$ cat src/rtl/pixel_row_readout_pkg.sv
// Shared definitions for the pixel-array blocks: default geometry and the
// frame sequencer state encoding.
package pixel_row_readout_pkg;

  localparam int DEF_WIDTH        = 4;
  localparam int DEF_BITS         = 8;
  localparam int DEF_ERASE_CYCLES = 4;

  typedef enum logic [2:0] {
    ST_IDLE,
    ST_ERASE,
    ST_EXPOSE,
    ST_CONVERT,
    ST_READOUT
  } state_e;

endpackage

$ cat src/rtl/pixel_row_readout_column_latch.sv
// First-crossing latch for one pixel column: captures the ramp count on the
// first comparator hit of a conversion and reports full scale if none occurs.
module column_latch
  import pixel_row_readout_pkg::*;
#(
  parameter int BITS = DEF_BITS
) (
  input  logic            clk_i,
  input  logic            rst_ni,
  input  logic            clear_i,
  input  logic            en_i,
  input  logic            cmp_i,
  input  logic [BITS-1:0] count_i,
  output logic [BITS-1:0] value_o
);

  logic            hit_q;
  logic [BITS-1:0] val_q;

  always_ff @(posedge clk_i or negedge rst_ni) begin
    if (!rst_ni) begin
      hit_q <= 1'b0;
      val_q <= '0;
    end else if (clear_i) begin
      hit_q <= 1'b0;
      val_q <= '0;
    end else if (en_i && cmp_i && !hit_q) begin
      hit_q <= 1'b1;
      val_q <= count_i;
    end
  end

  // A column that never crossed reads as the top of the ramp.
  assign value_o = hit_q ? val_q : '1;

endmodule

$ cat src/rtl/pixel_row_readout.sv
// Row capture sequencer: erase, expose, ramp-convert all columns in parallel,
// then stream the row (optionally 2:1 binned) over a valid/ready channel.
module pixel_row_readout
  import pixel_row_readout_pkg::*;
#(
  parameter int WIDTH        = DEF_WIDTH,
  parameter int BITS         = DEF_BITS,
  parameter int ERASE_CYCLES = DEF_ERASE_CYCLES
) (
  input  logic             CLK,
  input  logic             RESET_N,
  input  logic             START,
  input  logic             BIN2,
  input  logic [15:0]      EXPOSE_CYCLES,
  input  logic [WIDTH-1:0] CMP,
  output logic             PIX_ERASE,
  output logic             PIX_EXPOSE,
  output logic             PIX_READ,
  output logic [BITS-1:0]  COUNTER,
  output logic [BITS-1:0]  DATA_OUT,
  output logic             VALID,
  input  logic             READY,
  output logic             LAST,
  output logic             BUSY,
  output logic             DONE
);

  localparam int          IDX_W      = $clog2(WIDTH) + 1;
  localparam logic [15:0] ERASE_LOAD = 16'(ERASE_CYCLES - 1);

  state_e            state_q;
  logic              bin2_q;
  logic [15:0]       expose_q;
  logic [15:0]       phase_q;
  logic [BITS-1:0]   counter_q;
  logic [IDX_W-1:0]  beat_q;
  logic [BITS-1:0]   data_q;
  logic              valid_q, last_q;
  logic              erase_q, expose_en_q, read_q, busy_q, done_q;

  logic [BITS-1:0]   col_val  [WIDTH];
  logic [BITS-1:0]   pair_avg [WIDTH/2];
  logic [IDX_W-1:0]  beat_sel_d;
  logic [IDX_W-1:0]  n_beats_d;
  logic [BITS-1:0]   beat_data_d;
  logic              beat_last_d;
  logic              latch_clear_d;
  logic              latch_en_d;

  assign latch_clear_d = (state_q == ST_IDLE) && START;
  assign latch_en_d    = (state_q == ST_CONVERT);

  genvar gi;
  generate
    for (gi = 0; gi < WIDTH; gi++) begin : g_col
      column_latch #(.BITS(BITS)) u_latch (
        .clk_i   (CLK),
        .rst_ni  (RESET_N),
        .clear_i (latch_clear_d),
        .en_i    (latch_en_d),
        .cmp_i   (CMP[gi]),
        .count_i (counter_q),
        .value_o (col_val[gi])
      );
    end
    // Pair sum is formed one bit wider so the average never wraps.
    for (gi = 0; gi < WIDTH/2; gi++) begin : g_pair
      assign pair_avg[gi] = BITS'(({1'b0, col_val[2*gi]} + {1'b0, col_val[2*gi+1]}) >> 1);
    end
  endgenerate

  // The beat prepared next: beat 0 while leaving CONVERT, else the successor.
  assign beat_sel_d  = (state_q == ST_CONVERT) ? '0 : beat_q + IDX_W'(1);
  assign n_beats_d   = bin2_q ? IDX_W'(WIDTH/2) : IDX_W'(WIDTH);
  assign beat_last_d = (beat_sel_d == n_beats_d - IDX_W'(1));

  always_comb begin
    beat_data_d = '0;
    for (int k = 0; k < WIDTH; k++)
      if (!bin2_q && beat_sel_d == IDX_W'(k)) beat_data_d = col_val[k];
    for (int k = 0; k < WIDTH/2; k++)
      if (bin2_q && beat_sel_d == IDX_W'(k)) beat_data_d = pair_avg[k];
  end

  always_ff @(posedge CLK or negedge RESET_N) begin
    if (!RESET_N) begin
      state_q     <= ST_IDLE;
      bin2_q      <= 1'b0;
      expose_q    <= '0;
      phase_q     <= '0;
      counter_q   <= '0;
      beat_q      <= '0;
      data_q      <= '0;
      valid_q     <= 1'b0;
      last_q      <= 1'b0;
      erase_q     <= 1'b0;
      expose_en_q <= 1'b0;
      read_q      <= 1'b0;
      busy_q      <= 1'b0;
      done_q      <= 1'b0;
    end else begin
      done_q <= 1'b0;
      case (state_q)
        ST_IDLE: begin
          if (START) begin
            bin2_q   <= BIN2;
            expose_q <= (EXPOSE_CYCLES == 16'd0) ? 16'd1 : EXPOSE_CYCLES;
            phase_q  <= ERASE_LOAD;
            erase_q  <= 1'b1;
            busy_q   <= 1'b1;
            state_q  <= ST_ERASE;
          end
        end
        ST_ERASE: begin
          if (phase_q == 16'd0) begin
            erase_q     <= 1'b0;
            expose_en_q <= 1'b1;
            phase_q     <= expose_q - 16'd1;
            state_q     <= ST_EXPOSE;
          end else begin
            phase_q <= phase_q - 16'd1;
          end
        end
        ST_EXPOSE: begin
          if (phase_q == 16'd0) begin
            expose_en_q <= 1'b0;
            read_q      <= 1'b1;
            counter_q   <= '0;
            state_q     <= ST_CONVERT;
          end else begin
            phase_q <= phase_q - 16'd1;
          end
        end
        ST_CONVERT: begin
          if (counter_q == '1) begin
            read_q    <= 1'b0;
            counter_q <= '0;
            valid_q   <= 1'b1;
            beat_q    <= '0;
            data_q    <= beat_data_d;
            last_q    <= beat_last_d;
            state_q   <= ST_READOUT;
          end else begin
            counter_q <= counter_q + 1'b1;
          end
        end
        ST_READOUT: begin
          if (valid_q && READY) begin
            if (last_q) begin
              valid_q <= 1'b0;
              last_q  <= 1'b0;
              data_q  <= '0;
              busy_q  <= 1'b0;
              done_q  <= 1'b1;
              state_q <= ST_IDLE;
            end else begin
              beat_q <= beat_sel_d;
              data_q <= beat_data_d;
              last_q <= beat_last_d;
            end
          end
        end
        default: state_q <= ST_IDLE;
      endcase
    end
  end

  assign PIX_ERASE  = erase_q;
  assign PIX_EXPOSE = expose_en_q;
  assign PIX_READ   = read_q;
  assign COUNTER    = counter_q;
  assign DATA_OUT   = data_q;
  assign VALID      = valid_q;
  assign LAST       = last_q;
  assign BUSY       = busy_q;
  assign DONE       = done_q;

endmodule

$ cat config.mk
export PLATFORM = sky130hd
export DESIGN_NAME = pixel_row_readout
export DESIGN_NICKNAME = d
export VERILOG_FILES = /design/src/rtl/pixel_row_readout_pkg.sv /design/src/rtl/pixel_row_readout_column_latch.sv /design/src/rtl/pixel_row_readout.sv
export SDC_FILE = /design/constraint.sdc
export NUM_CORES = 1
export LEC_CHECK = 0
export ABC_CLOCK_PERIOD_IN_PS = 7500
export BUFFER_PORTS_ARGS = -buffer_cell sky130_fd_sc_hd__buf_2
export CAP_MARGIN = 20
export CORE_UTILIZATION = 55
export DETAILED_ROUTE_END_ITERATION = 8
export PLACE_DENSITY = 0.74
export SLEW_MARGIN = 25
export SYNTH_ARGS = -nofsm -noshare
export SYNTH_HDL_FRONTEND = slang
export SYNTH_SLANG_ARGS = --single-unit
$ cat constraint.sdc
create_clock -name CLK -period 7.5 [get_ports CLK]
set_input_delay 0.375 -clock CLK [delete_from_list [all_inputs] [get_ports CLK]]
set_output_delay 0.375 -clock CLK [all_outputs]
set_load 0.1 [all_outputs]
==> summary by stage <==
Outcome
The run finished, with violations left. The final reports fail on hold timing.

Cells and area
The net count of the finished layout is 735. The most common library cell in the layout ignoring fill and taps is sky130_fd_sc_hd__dfrtp_1. Fill cells in the final layout number 927. The filler-free cell count of the finished design is 831. The share of post-route cells with drive strength above 1 is 0.1338. The area growth from synthesis to layout is 9.184%. The repair_antennas step left the layout with diodes totalling 0. In the layout the commonest cells are sky130_fd_sc_hd__dfrtp_1 (98), sky130_fd_sc_hd__nor2_1 (87), sky130_fd_sc_hd__buf_2 (46). For this run, the share of the core covered by cells in the final layout is 0.6255.

Critical path
For the worst setup path, the data arrival time is 3.21 ns. The slowest stage of the critical path is the sky130_fd_sc_hd__and3b_1 cell. The critical setup path kind is flip-flop to flip-flop.

Together, buffers and inverters on the worst path number 0. Along the worst path, the maximum fanout reaches 20. The worst setup path is launched from a flip-flop.

The worst path required time is 7.82 ns. The signal on the critical path passes through and3b_1 > a22oi_1 > o22ai_1 > a211oi_1 > a2111oi_0 > a221o_1. The largest incremental delay on the critical path is 0.80 ns.

The family with the most delay on the worst path is compound AO/OA/AOI/OAI gates. STA classifies the critical path endpoint as a flip-flop.

Global routing
The initial antenna violation count is 0. The number of global-route vias before repair came to 4907. The first global-routing pass estimated 24930 µm of wire. The total overflow left after global routing is 0.

Entering global routing, the biggest net connects 58 pins. The global-route total usage across every layer is 0.2831.

Logic synthesis
The number of nets handed over by synthesis was 700. The synthesized area per cell is 9.110 µm². The cell type with the largest total area after synthesis is sky130_fd_sc_hd__dfrtp_1. In this run, synthesis inferred 0 flip-flops with an integrated enable.

The total standard cell area after synthesis is 5967 µm². In the synthesized netlist the dominant register cell turns out to be sky130_fd_sc_hd__dfrtp_1. Synthesis produced 655 cells.

Yosys attributes the largest share of cell area to sky130_fd_sc_hd__dfrtp_1 (41%), sky130_fd_sc_hd__mux2i_1 (6.2%), sky130_fd_sc_hd__nor2_1 (5.5%), sky130_fd_sc_hd__ha_1 (3.8%), sky130_fd_sc_hd__nand2b_1 (3.4%). The number of unique standard cell types used by synthesis is 67. The synthesis-stage register bit count is 98.

The Yosys step of the flow raised 0 warnings. The share of the synthesized area in the top cell type is 0.4110. For this run, the register share of the synthesized area comes to 0.4110. The share of flip-flops with an asynchronous set or reset is 1.000.

Clocking
The clock root buffer is sky130_fd_sc_hd__clkbuf_8. The clock net in this run drives a total of 98 sinks. The later-pin clock latency in the skew report is 0.38 ns. The longest clock path from root to sink contains 2 buffers. After clock tree synthesis, the clock-pin slew on the worst setup and hold paths is 0.11 ns. The count of hold buffers inserted by post-cts repair is 0. The post-cts resize count is 0. The TritonCTS clock tree is built. The number of buffers added for setup after CTS is 0. In this run the number of H-tree levels came out at 3. TritonCTS created 9 clock buffers.

Min path
The path class of the tightest hold or removal check is input port to asynchronous set/reset pin.

Drt
Dividing the detail-routed wire length by the instance count gives 18.26 µm. The total iterations of the first detailed-routing run is 5. The number of vias per cell after detailed routing is 6.262.

The routed design has 15180 µm of wire. The number of DRC markers after the initial detailed-route iteration is 454. For this run, design rule violations remaining after detail routing come to 0. The final route contains 5204 vias. The count of antenna-violating nets left after detailed routing is 0.

Timing
The smallest setup slack after layout is 4.605 ns. The headroom to the max-slew limit is 0.3404. Hold timing on the final database bottoms out at a slack of -0.02084 ns. The setup-violating endpoint count in the final report is 0. The minimum clock period is 2.895 ns. The total negative slack is 0 ns.

Setup repair after global routing left no endpoint under its margin. The number of pins with negative max-slew slack in the final report is 0. The hold violation count in the final report is 21. At the pin with the least slew margin, the transition time is 0.9790 ns. Between clock sinks in the finished design, the worst skew comes to 0.01222 ns.

Dividing the final minimum period by the clock period gives 0.3860. The achievable clock frequency is 0.3455 GHz.

Pwr
Summed over all cells, the static leakage comes to 2.889 nW. IR analysis of the VDD net gives a maximum drop of 0.2436 mV. Power spread over the standard cell area amounts to 418.8 nW/µm².

Placed design
Port buffering added 47 buffers. The worst slack after detailed placement is 4.730 ns. Including well taps, the total number of placed cells is 815. The routability congestion estimate is 0.9777. Detailed placement finished with a half-perimeter wire length of 10880 µm.

Floorplan
The width of the chip is 106.2 µm. The initial utilization of the core area, before any placement, comes to 0.5729. The total area inside the core boundary comes to 10420 µm². The die covers 11270 µm². 48 I/O pins were placed. The total number of placement rows is 37. The floorplan step set the die height to 106.2 µm.

Job
The number of max-cap violations is 0.
==> final timing paths <==
check | end | cells past startpoint | from | slack (ns)
worst min-delay path | DATA_OUT[2] | 1 | RESET_N | -0.02
min in group CLK | expose_q[1] | 3 | EXPOSE_CYCLES[1] | 0.21
worst max register to register | DATA_OUT[7] | 6 | state_q[1] | 4.61
worst max-delay path | DATA_OUT[7] | 6 | state_q[1] | 4.61
max in group asynchronous | g_col[1].u_latch.val_q[4] | 2 | RESET_N | 6.41
worst min register to register | PIX_EXPOSE | 2 | PIX_EXPOSE | 0.48
==> flip-flops by register name, indices dropped and copies added (netlist names), 3 cells and up <==
signal and cells:
g_col.u_latch.hit_q 4, g_col.u_latch.val_q 32, beat_q 3, DATA_OUT 8
phase_q 16, state_q 3, expose_q 16, COUNTER 8
==> per-layer routing <==
metal	GRT usage	vias to the layer above	part of all wire
met5	0	-	0
met4	0.07143	0	0.014
met3	0.05641	29	0.089
met2	0.4114	274	0.43
met1	0.4309	2468	0.46
li1	-	2433	-
==> layout make-up <==
cell class	count	area, µm²	share of cell area
clock inverters	7	95.09	0.01460
flip-flops and latches	98	2452	0.3764
clock buffers	9	123.9	0.01901
inverters	25	93.84	0.01440
well taps	136	170.2	0.02612
repair buffers	49	252.7	0.03879
multi-input cells	507	3327	0.5107
==> synthesized netlist by cell type (5+ instances only) <==
library cell	n
sky130_fd_sc_hd__clkbuf_1	14
sky130_fd_sc_hd__ha_1	18
sky130_fd_sc_hd__o22ai_1	18
sky130_fd_sc_hd__a22o_1	8
sky130_fd_sc_hd__o21ai_0	39
sky130_fd_sc_hd__dfrtp_1	98
sky130_fd_sc_hd__nand2b_1	32
sky130_fd_sc_hd__o32a_1	5
sky130_fd_sc_hd__o21ai_1	8
sky130_fd_sc_hd__nor3_1	16
sky130_fd_sc_hd__nand3_1	9
sky130_fd_sc_hd__or3_1	11
sky130_fd_sc_hd__inv_1	25
sky130_fd_sc_hd__o32ai_1	5
sky130_fd_sc_hd__o21a_1	7
sky130_fd_sc_hd__xnor2_1	14
sky130_fd_sc_hd__nor4_1	8
sky130_fd_sc_hd__nor2b_1	7
sky130_fd_sc_hd__nor2_1	87
sky130_fd_sc_hd__a21o_1	5
sky130_fd_sc_hd__a21oi_1	35
sky130_fd_sc_hd__mux2i_1	37
sky130_fd_sc_hd__mux2_2	14
sky130_fd_sc_hd__xor2_1	7
sky130_fd_sc_hd__and2_1	5
sky130_fd_sc_hd__buf_2	6
sky130_fd_sc_hd__nand2_1	45
==> cells by family (layout without fill, tap and decap cells) <==
kind of cell / Yosys count / after routing / share of synthesized area
buffers and inverters: 50 / 90 / 0.03460
XOR/XNOR: 21 / 21 / 0.03082
AO/OA/AOI/OAI: 168 / 168 / 0.1854
adder cells (fa/ha/maj): 20 / 20 / 0.04445
multiplexers: 51 / 51 / 0.08849
flip-flops: 98 / 98 / 0.4110
AND/OR/NAND/NOR: 247 / 247 / 0.2053
==> worst register-to-register path: stages, from the launching register on <==
cell and delay (ns):
sky130_fd_sc_hd__dfrtp_1 0.66, sky130_fd_sc_hd__and3b_1 0.80, sky130_fd_sc_hd__a22oi_1 0.40, sky130_fd_sc_hd__o22ai_1 0.28, sky130_fd_sc_hd__a211oi_1 0.10, sky130_fd_sc_hd__a2111oi_0 0.43, sky130_fd_sc_hd__a221o_1 0.17
==> where the power goes <==
group          leakage [nW]  switching (mW)  total [mW]  internal [mW]
Clock                 0.111           0.213       0.377          0.164
Combinational          1.49           0.935        1.53          0.591
Sequential             1.29           0.168       0.826          0.658
Total                  2.89            1.32        2.73           1.41
==> through the flow <==
stage | total power, mW | cell area (µm²)
after floorplan | 1.954 | 5967
after global placement | 2.267 | 6279
after detailed placement | 2.303 | 6279
after CTS | 2.692 | 6497
after global routing | 2.911 | 6515
final | 2.729 | 6515
No activity file was read; power rests on OpenSTA's default activity.
